**src/rtl/event_normalizer.sv**
```systemverilog
// Event normalizer: turns raw DVS sensor events into GRAPH_SIZE-grid events
// for the graph builder, tracking time windows and dropping late events.

package graph_pkg;

  localparam int GRAPH_SIZE      = 128;
  localparam int TIME_WINDOW     = 100000;
  localparam int GRAPH_BIT_WIDTH = $clog2(GRAPH_SIZE);

  typedef struct packed {
    logic [GRAPH_BIT_WIDTH-1:0] x;
    logic [GRAPH_BIT_WIDTH-1:0] y;
    logic [GRAPH_BIT_WIDTH-1:0] t;
    logic                       p;
    logic                       valid;
  } event_type;

endpackage

module event_normalizer
  import graph_pkg::*;
#(
  parameter int     SENSOR_W      = 240,
  parameter int     SENSOR_H      = 180,
  parameter int     SENSOR_X_BITS = $clog2(SENSOR_W),
  parameter int     SENSOR_Y_BITS = $clog2(SENSOR_H),
  parameter longint X_MUL         = (longint'(GRAPH_SIZE) * 65536) / SENSOR_W,
  parameter longint Y_MUL         = (longint'(GRAPH_SIZE) * 65536) / SENSOR_H,
  parameter longint T_MUL         = (longint'(GRAPH_SIZE) << 24) / TIME_WINDOW
) (
  input  logic                     clk,
  input  logic                     rst,
  input  logic [SENSOR_X_BITS-1:0] s_x,
  input  logic [SENSOR_Y_BITS-1:0] s_y,
  input  logic [31:0]              s_ts,
  input  logic                     s_p,
  input  logic                     s_valid,
  output logic                     s_ready,
  output event_type                m_event,
  input  logic                     m_ready,
  output logic                     window_done,
  output logic [15:0]              drop_cnt
);

  localparam logic [63:0] XMulU     = 64'(X_MUL);
  localparam logic [63:0] YMulU     = 64'(Y_MUL);
  localparam logic [63:0] TMulU     = 64'(T_MUL);
  localparam logic [31:0] WindowLen = 32'(TIME_WINDOW);
  localparam logic [63:0] MaxCoordW = 64'(GRAPH_SIZE - 1);
  localparam logic [GRAPH_BIT_WIDTH-1:0] MaxCoord = GRAPH_BIT_WIDTH'(GRAPH_SIZE - 1);

  // Saturate a scaled coordinate to the last grid cell.
  function automatic logic [GRAPH_BIT_WIDTH-1:0] clampCoord(input logic [63:0] v);
    if (v > MaxCoordW) begin
      clampCoord = MaxCoord;
    end else begin
      clampCoord = v[GRAPH_BIT_WIDTH-1:0];
    end
  endfunction

  // Window tracking state
  logic        armed_q, armed_d;
  logic [31:0] winStart_q, winStart_d;
  logic [15:0] dropCnt_q, dropCnt_d;

  // Stage 1: raw event plus its time offset inside the window
  logic                     s1Valid_q, s1Valid_d;
  logic [SENSOR_X_BITS-1:0] s1X_q, s1X_d;
  logic [SENSOR_Y_BITS-1:0] s1Y_q, s1Y_d;
  logic                     s1P_q, s1P_d;
  logic [31:0]              s1TRel_q, s1TRel_d;
  logic                     s1NewWin_q, s1NewWin_d;

  // Stage 2: scaled event; pending marks the one-cycle bubble after window_done
  logic      s2Full_q, s2Full_d;
  logic      s2Pend_q, s2Pend_d;
  event_type s2Event_q, s2Event_d;
  logic      windowDone_q, windowDone_d;

  logic        mValid;
  logic        s2Adv;
  logic        accept;
  logic        lateEvent;
  logic        newWindow;
  logic [31:0] tRelRaw;
  logic [63:0] xProd;
  logic [63:0] yProd;
  logic [63:0] tProd;

  // Handshake: S2 can take a new event when empty or when its event leaves
  // this cycle; a pending (bubble) event blocks S2 until it becomes visible.
  always_comb begin
    mValid  = s2Full_q && !s2Pend_q;
    s2Adv   = !s2Full_q || (mValid && m_ready);
    s_ready = !rst && (!s1Valid_q || s2Adv);
    accept  = s_valid && s_ready;
  end

  // Window decision on the incoming event: arm, drop late events, or restart
  // the window when the offset reaches TIME_WINDOW.
  always_comb begin
    tRelRaw    = s_ts - winStart_q;
    lateEvent  = armed_q && (s_ts < winStart_q);
    newWindow  = armed_q && !lateEvent && (tRelRaw >= WindowLen);
    armed_d    = armed_q;
    winStart_d = winStart_q;
    dropCnt_d  = dropCnt_q;
    if (accept) begin
      if (!armed_q) begin
        armed_d    = 1'b1;
        winStart_d = s_ts;
      end else if (lateEvent) begin
        if (dropCnt_q != 16'hFFFF) begin
          dropCnt_d = dropCnt_q + 16'd1;
        end
      end else if (newWindow) begin
        winStart_d = s_ts;
      end
    end
  end

  // Stage 1 next state: load accepted in-order events, otherwise drain into S2.
  always_comb begin
    s1Valid_d  = s1Valid_q && !s2Adv;
    s1X_d      = s1X_q;
    s1Y_d      = s1Y_q;
    s1P_d      = s1P_q;
    s1TRel_d   = s1TRel_q;
    s1NewWin_d = s1NewWin_q;
    if (accept && !lateEvent) begin
      s1Valid_d  = 1'b1;
      s1X_d      = s_x;
      s1Y_d      = s_y;
      s1P_d      = s_p;
      s1TRel_d   = (!armed_q || newWindow) ? 32'd0 : tRelRaw;
      s1NewWin_d = newWindow;
    end
  end

  // Fixed-point scaling of the stage-1 event onto the graph grid.
  always_comb begin
    xProd = 64'(s1X_q) * XMulU;
    yProd = 64'(s1Y_q) * YMulU;
    tProd = 64'(s1TRel_q) * TMulU;
  end

  // Stage 2 next state: a window-opening event raises window_done on entry
  // and stays hidden for one cycle so the pulse precedes it downstream.
  always_comb begin
    s2Full_d     = s2Full_q;
    s2Pend_d     = s2Pend_q;
    s2Event_d    = s2Event_q;
    windowDone_d = 1'b0;
    if (s2Pend_q) begin
      s2Pend_d = 1'b0;
    end else if (s2Adv) begin
      s2Full_d = s1Valid_q;
      if (s1Valid_q) begin
        s2Event_d.x     = clampCoord(xProd >> 16);
        s2Event_d.y     = clampCoord(yProd >> 16);
        s2Event_d.t     = clampCoord(tProd >> 24);
        s2Event_d.p     = s1P_q;
        s2Event_d.valid = 1'b0;
        s2Pend_d        = s1NewWin_q;
        windowDone_d    = s1NewWin_q;
      end
    end
  end

  // Window tracking registers
  always_ff @(posedge clk or posedge rst) begin
    if (rst) begin
      armed_q    <= 1'b0;
      winStart_q <= 32'd0;
      dropCnt_q  <= 16'd0;
    end else begin
      armed_q    <= armed_d;
      winStart_q <= winStart_d;
      dropCnt_q  <= dropCnt_d;
    end
  end

  // Stage 1 registers
  always_ff @(posedge clk or posedge rst) begin
    if (rst) begin
      s1Valid_q  <= 1'b0;
      s1X_q      <= '0;
      s1Y_q      <= '0;
      s1P_q      <= 1'b0;
      s1TRel_q   <= 32'd0;
      s1NewWin_q <= 1'b0;
    end else begin
      s1Valid_q  <= s1Valid_d;
      s1X_q      <= s1X_d;
      s1Y_q      <= s1Y_d;
      s1P_q      <= s1P_d;
      s1TRel_q   <= s1TRel_d;
      s1NewWin_q <= s1NewWin_d;
    end
  end

  // Stage 2 registers and the window_done pulse
  always_ff @(posedge clk or posedge rst) begin
    if (rst) begin
      s2Full_q     <= 1'b0;
      s2Pend_q     <= 1'b0;
      s2Event_q    <= '0;
      windowDone_q <= 1'b0;
    end else begin
      s2Full_q     <= s2Full_d;
      s2Pend_q     <= s2Pend_d;
      s2Event_q    <= s2Event_d;
      windowDone_q <= windowDone_d;
    end
  end

  // Output view of stage 2 with the live valid flag
  always_comb begin
    m_event       = s2Event_q;
    m_event.valid = mValid;
  end

  assign window_done = windowDone_q;
  assign drop_cnt    = dropCnt_q;

endmodule

```
**config.mk**
```make
export PLATFORM = sky130hd
export DESIGN_NAME = event_normalizer
export DESIGN_NICKNAME = d
export VERILOG_FILES = /design/src/rtl/event_normalizer.sv
export SDC_FILE = /design/constraint.sdc
export NUM_CORES = 1
export LEC_CHECK = 0
export CELL_PAD_IN_SITES_DETAIL_PLACEMENT = 1
export CELL_PAD_IN_SITES_GLOBAL_PLACEMENT = 2
export CORE_MARGIN = 3
export CORE_UTILIZATION = 45
export CTS_BUF_LIST = sky130_fd_sc_hd__clkbuf_8
export CTS_CLUSTER_DIAMETER = 50
export DETAILED_ROUTE_END_ITERATION = 8
export PLACE_DENSITY = 0.9
export SETUP_SLACK_MARGIN = 0.4
export SYNTH_ARGS = -nofsm -noshare
export SYNTH_HDL_FRONTEND = slang
export SYNTH_SLANG_ARGS = --single-unit
```
**constraint.sdc**
```tcl
create_clock -name clk -period 14.7 [get_ports clk]
set_input_delay 1.47 -clock clk [delete_from_list [all_inputs] [get_ports clk]]
set_output_delay 1.47 -clock clk [all_outputs]
set_load 0.05 [all_outputs]
```
==> results.txt <==
Outcome -> complete, no violations
Vias in the first global route -> 13.6k
Tcrit/Tclk final -> 0.492
Post-CTS setup buffers -> 0
Syn Nets -> 2137
Post-detail-place hpwl -> 35.0 mm
ANT nets after route -> 0
PortBufs -> 93
Number of synthesized flops with an enable pin -> 0
Root Buffer -> clkbuf_8
CTS Hold Bufs -> 0
Clock Tree Buf Depth -> 2
Max_cap viols -> 0
Width of the die -> 198 um
Layout area overhead -> 10.5%
Unrepaired setup endpoints after global routing -> false
Most frequent CP cell -> fa_1
Post-synth top cells -> inv_1, ha_1, fa_1, dfrtp_1, a21oi_1
Net count, final -> 2220
Largest net degree at the start of global routing -> 74
Initial DRC count -> 479
Multi-input logic area -> 12100 um2
Cells after synthesis -> 1611
Vias per inst -> 5.47
Setup Skew -> 0.0175 ns
Detailed Routing Iterations Pass 1 -> 4
Slew Limit Fails -> 0
Fin util -> 0.509
Dpl ws -> 7.52 ns
Die ar. -> 39100 um2
WL final -> 41.7 mm
Gr usage total -> 0.223
Syn Area/Cell -> 10.3 um2
Yosys reg bits -> 124
Fmax -> 138 MHz
Initial cell density of the core -> 0.460
Drt drc -> 0
Top-count cell post-synth -> inv_1
Hold Violations, Final -> 0
First-pass GRT wire length -> 70.2 mm
Row cnt -> 69
Synth Warn # -> 0
PostCTS Resize Cnt -> 0
Critical Path Max Stage Delay -> 0.64 ns
Minimum clock period -> 7.23 ns
Wire length per cell -> 19.2 um
Critical path cell sequence -> fa_1, ha_1, inv_1, fa_1, inv_1, fa_1, fa_1, inv_1, fa_1, inv_1, ha_1, a211o_1, a21oi_1, a311o_1, o21ai_0, buf_4, o21a_1, a21oi_1, o21ai_0, a311o_1, a211oi_1, o2111ai_1, o22a_1
RD Place Congestion -> 0.858
Leak -> 10.1 nW
Worst Setup End Kind -> flip-flop
Hold Crit Class -> flip-flop to flip-flop
Register area share after synthesis -> 0.188
CP max-delay cell -> dfrtp_1
Fin worst setup slack -> 7.47 ns
Clock Latency Late Sink -> 0.47 ns
Total number of vias -> 11.9k
Power density over the cells -> 190 nW/um2
Top cells by area, synth -> fa_1, ha_1, dfrtp_1
Arrival time at the worst endpoint -> 7.58 ns
Core Region -> 35900 um2
WP buf/inv -> 5
Flip-flop and latch area -> 3100 um2
Synthesized area -> 16500 um2
Launching element type of the critical path -> flip-flop
Synth cell types -> 81
Crit path kind -> flip-flop to flip-flop
Clock transition at path regs -> 0.09 ns
Crit-path max FO -> 9
Synth top area share -> 0.230
Top delay family on crit path -> adder cells
CTS tree -> done
Slew @ Worst Pin -> 1.02 ns
# fillers -> 4001
Chip height -> 198 um
Clock tree sinks -> 124
Share of cells above drive strength 1 -> 0.0668
WP data required -> 15.05 ns
H-Tree Depth -> 4
Top FF cell, synth -> dfrtp_1
Leading area contributor after synthesis -> fa_1
Ports -> 94
Grt total ovfl -> 0
Fin Setup TNS -> 0 ns
Slew Limit Headroom -> 0.317
VDD IR-drop max -> 378 uV
CTS Buf Count -> 17
Initial antenna violation count -> 2
Async set-or-reset flop fraction in the synthesized netlist -> 1.00
# setup viols final -> 0
[area by class of cell]
type / count / share of cell area
Clock buffer: 17 / 0.0128
Antenna cell: 2 / 0.000274
Timing Repair Buffer: 97 / 0.0526
Clock inverter: 15 / 0.0104
Tap cell: 461 / 0.0316
Sequential cell: 124 / 0.170
Multi-Input combinational cell: 1152 / 0.660
Inverter: 302 / 0.0623
[final timing paths]
check	startpoint	endpoint	slack, ns	cells past startpoint
min reg2reg	drop_cnt[9]	drop_cnt[9]	0.50	1
min	drop_cnt[9]	drop_cnt[9]	0.50	1
min in group asynchronous	rst	s1TRel_q[7]	1.54	2
max in group asynchronous	rst	m_event[18]	11.75	3
max	s1TRel_q[7]	m_event[6]	7.47	23
max reg2reg	s1TRel_q[7]	m_event[6]	7.47	23
[per-layer routing]
| layer | vias up | track usage | part of all wire |
|---|---|---|---|
| met5 | - | 0 | 0 |
| li1 | 5638 | - | - |
| met2 | 137 | 0.400 | 0.52 |
| met1 | 6053 | 0.292 | 0.45 |
| met4 | 0 | 0.0532 | 0.015 |
| met3 | 42 | 0.0233 | 0.021 |
[kinds of logic (layout without fill, tap and decap cells)]
| family | after synthesis | after routing | synth area share |
|---|---|---|---|
| adder cells (fa/ha/maj) | 473 | 473 | 0.444 |
| buffers and inverters | 335 | 431 | 0.0826 |
| XOR/XNOR | 59 | 59 | 0.0312 |
| multiplexers | 56 | 56 | 0.0443 |
| flip-flops | 124 | 124 | 0.188 |
| AND/OR/NAND/NOR | 252 | 252 | 0.0783 |
| AO/OA/AOI/OAI | 312 | 312 | 0.132 |
| other | 0 | 2 | 0 |
[cells in the final DEF, fill, tap and decap left out, drive strengths merged, types with 29 or more instances in the layout]
| cell type | n |
|---|---|
| mux2 | 50 |
| nand2 | 74 |
| inv | 305 |
| fa | 190 |
| a21oi | 82 |
| nand3 | 34 |
| nor2 | 45 |
| a21o | 37 |
| xor2 | 30 |
| ha | 283 |
| clkdlybuf4s50 | 93 |
| dfrtp | 124 |
| xnor2 | 29 |
| o21ai | 55 |
[registers in the layout, indices dropped and copies added (netlist names)]
signal / cells
s2Full_q: 1
m_event: 22
s1Valid_q: 1
s1P_q: 1
winStart_q: 32
s1TRel_q: 32
drop_cnt: 16
s1Y_q: 8
s1NewWin_q: 1
s1X_q: 8
armed_q: 1
window_done: 1
[stage by stage]
step	cell area, um2	power (W)	cells	hold slack [ns]
6_report	18300	0.00347	2170	0.498
5_1_grt	18300	0.00385	2170	0.514
4_1_cts	18300	0.00351	2168	0.499
3_5_place_dp	17900	0.00314	2136	0.486
3_3_place_gp	17900	0.00305	2136	0.478
2_1_floorplan	16500	0.00251	1611	0.461
[power breakdown]
part / internal, W / switching (W)
sequential: 0.000449 / 0.0000903
combinational: 0.00113 / 0.00147
clock: 0.000170 / 0.000164
total: 0.00175 / 0.00172
(Power assumes the default switching activity.)
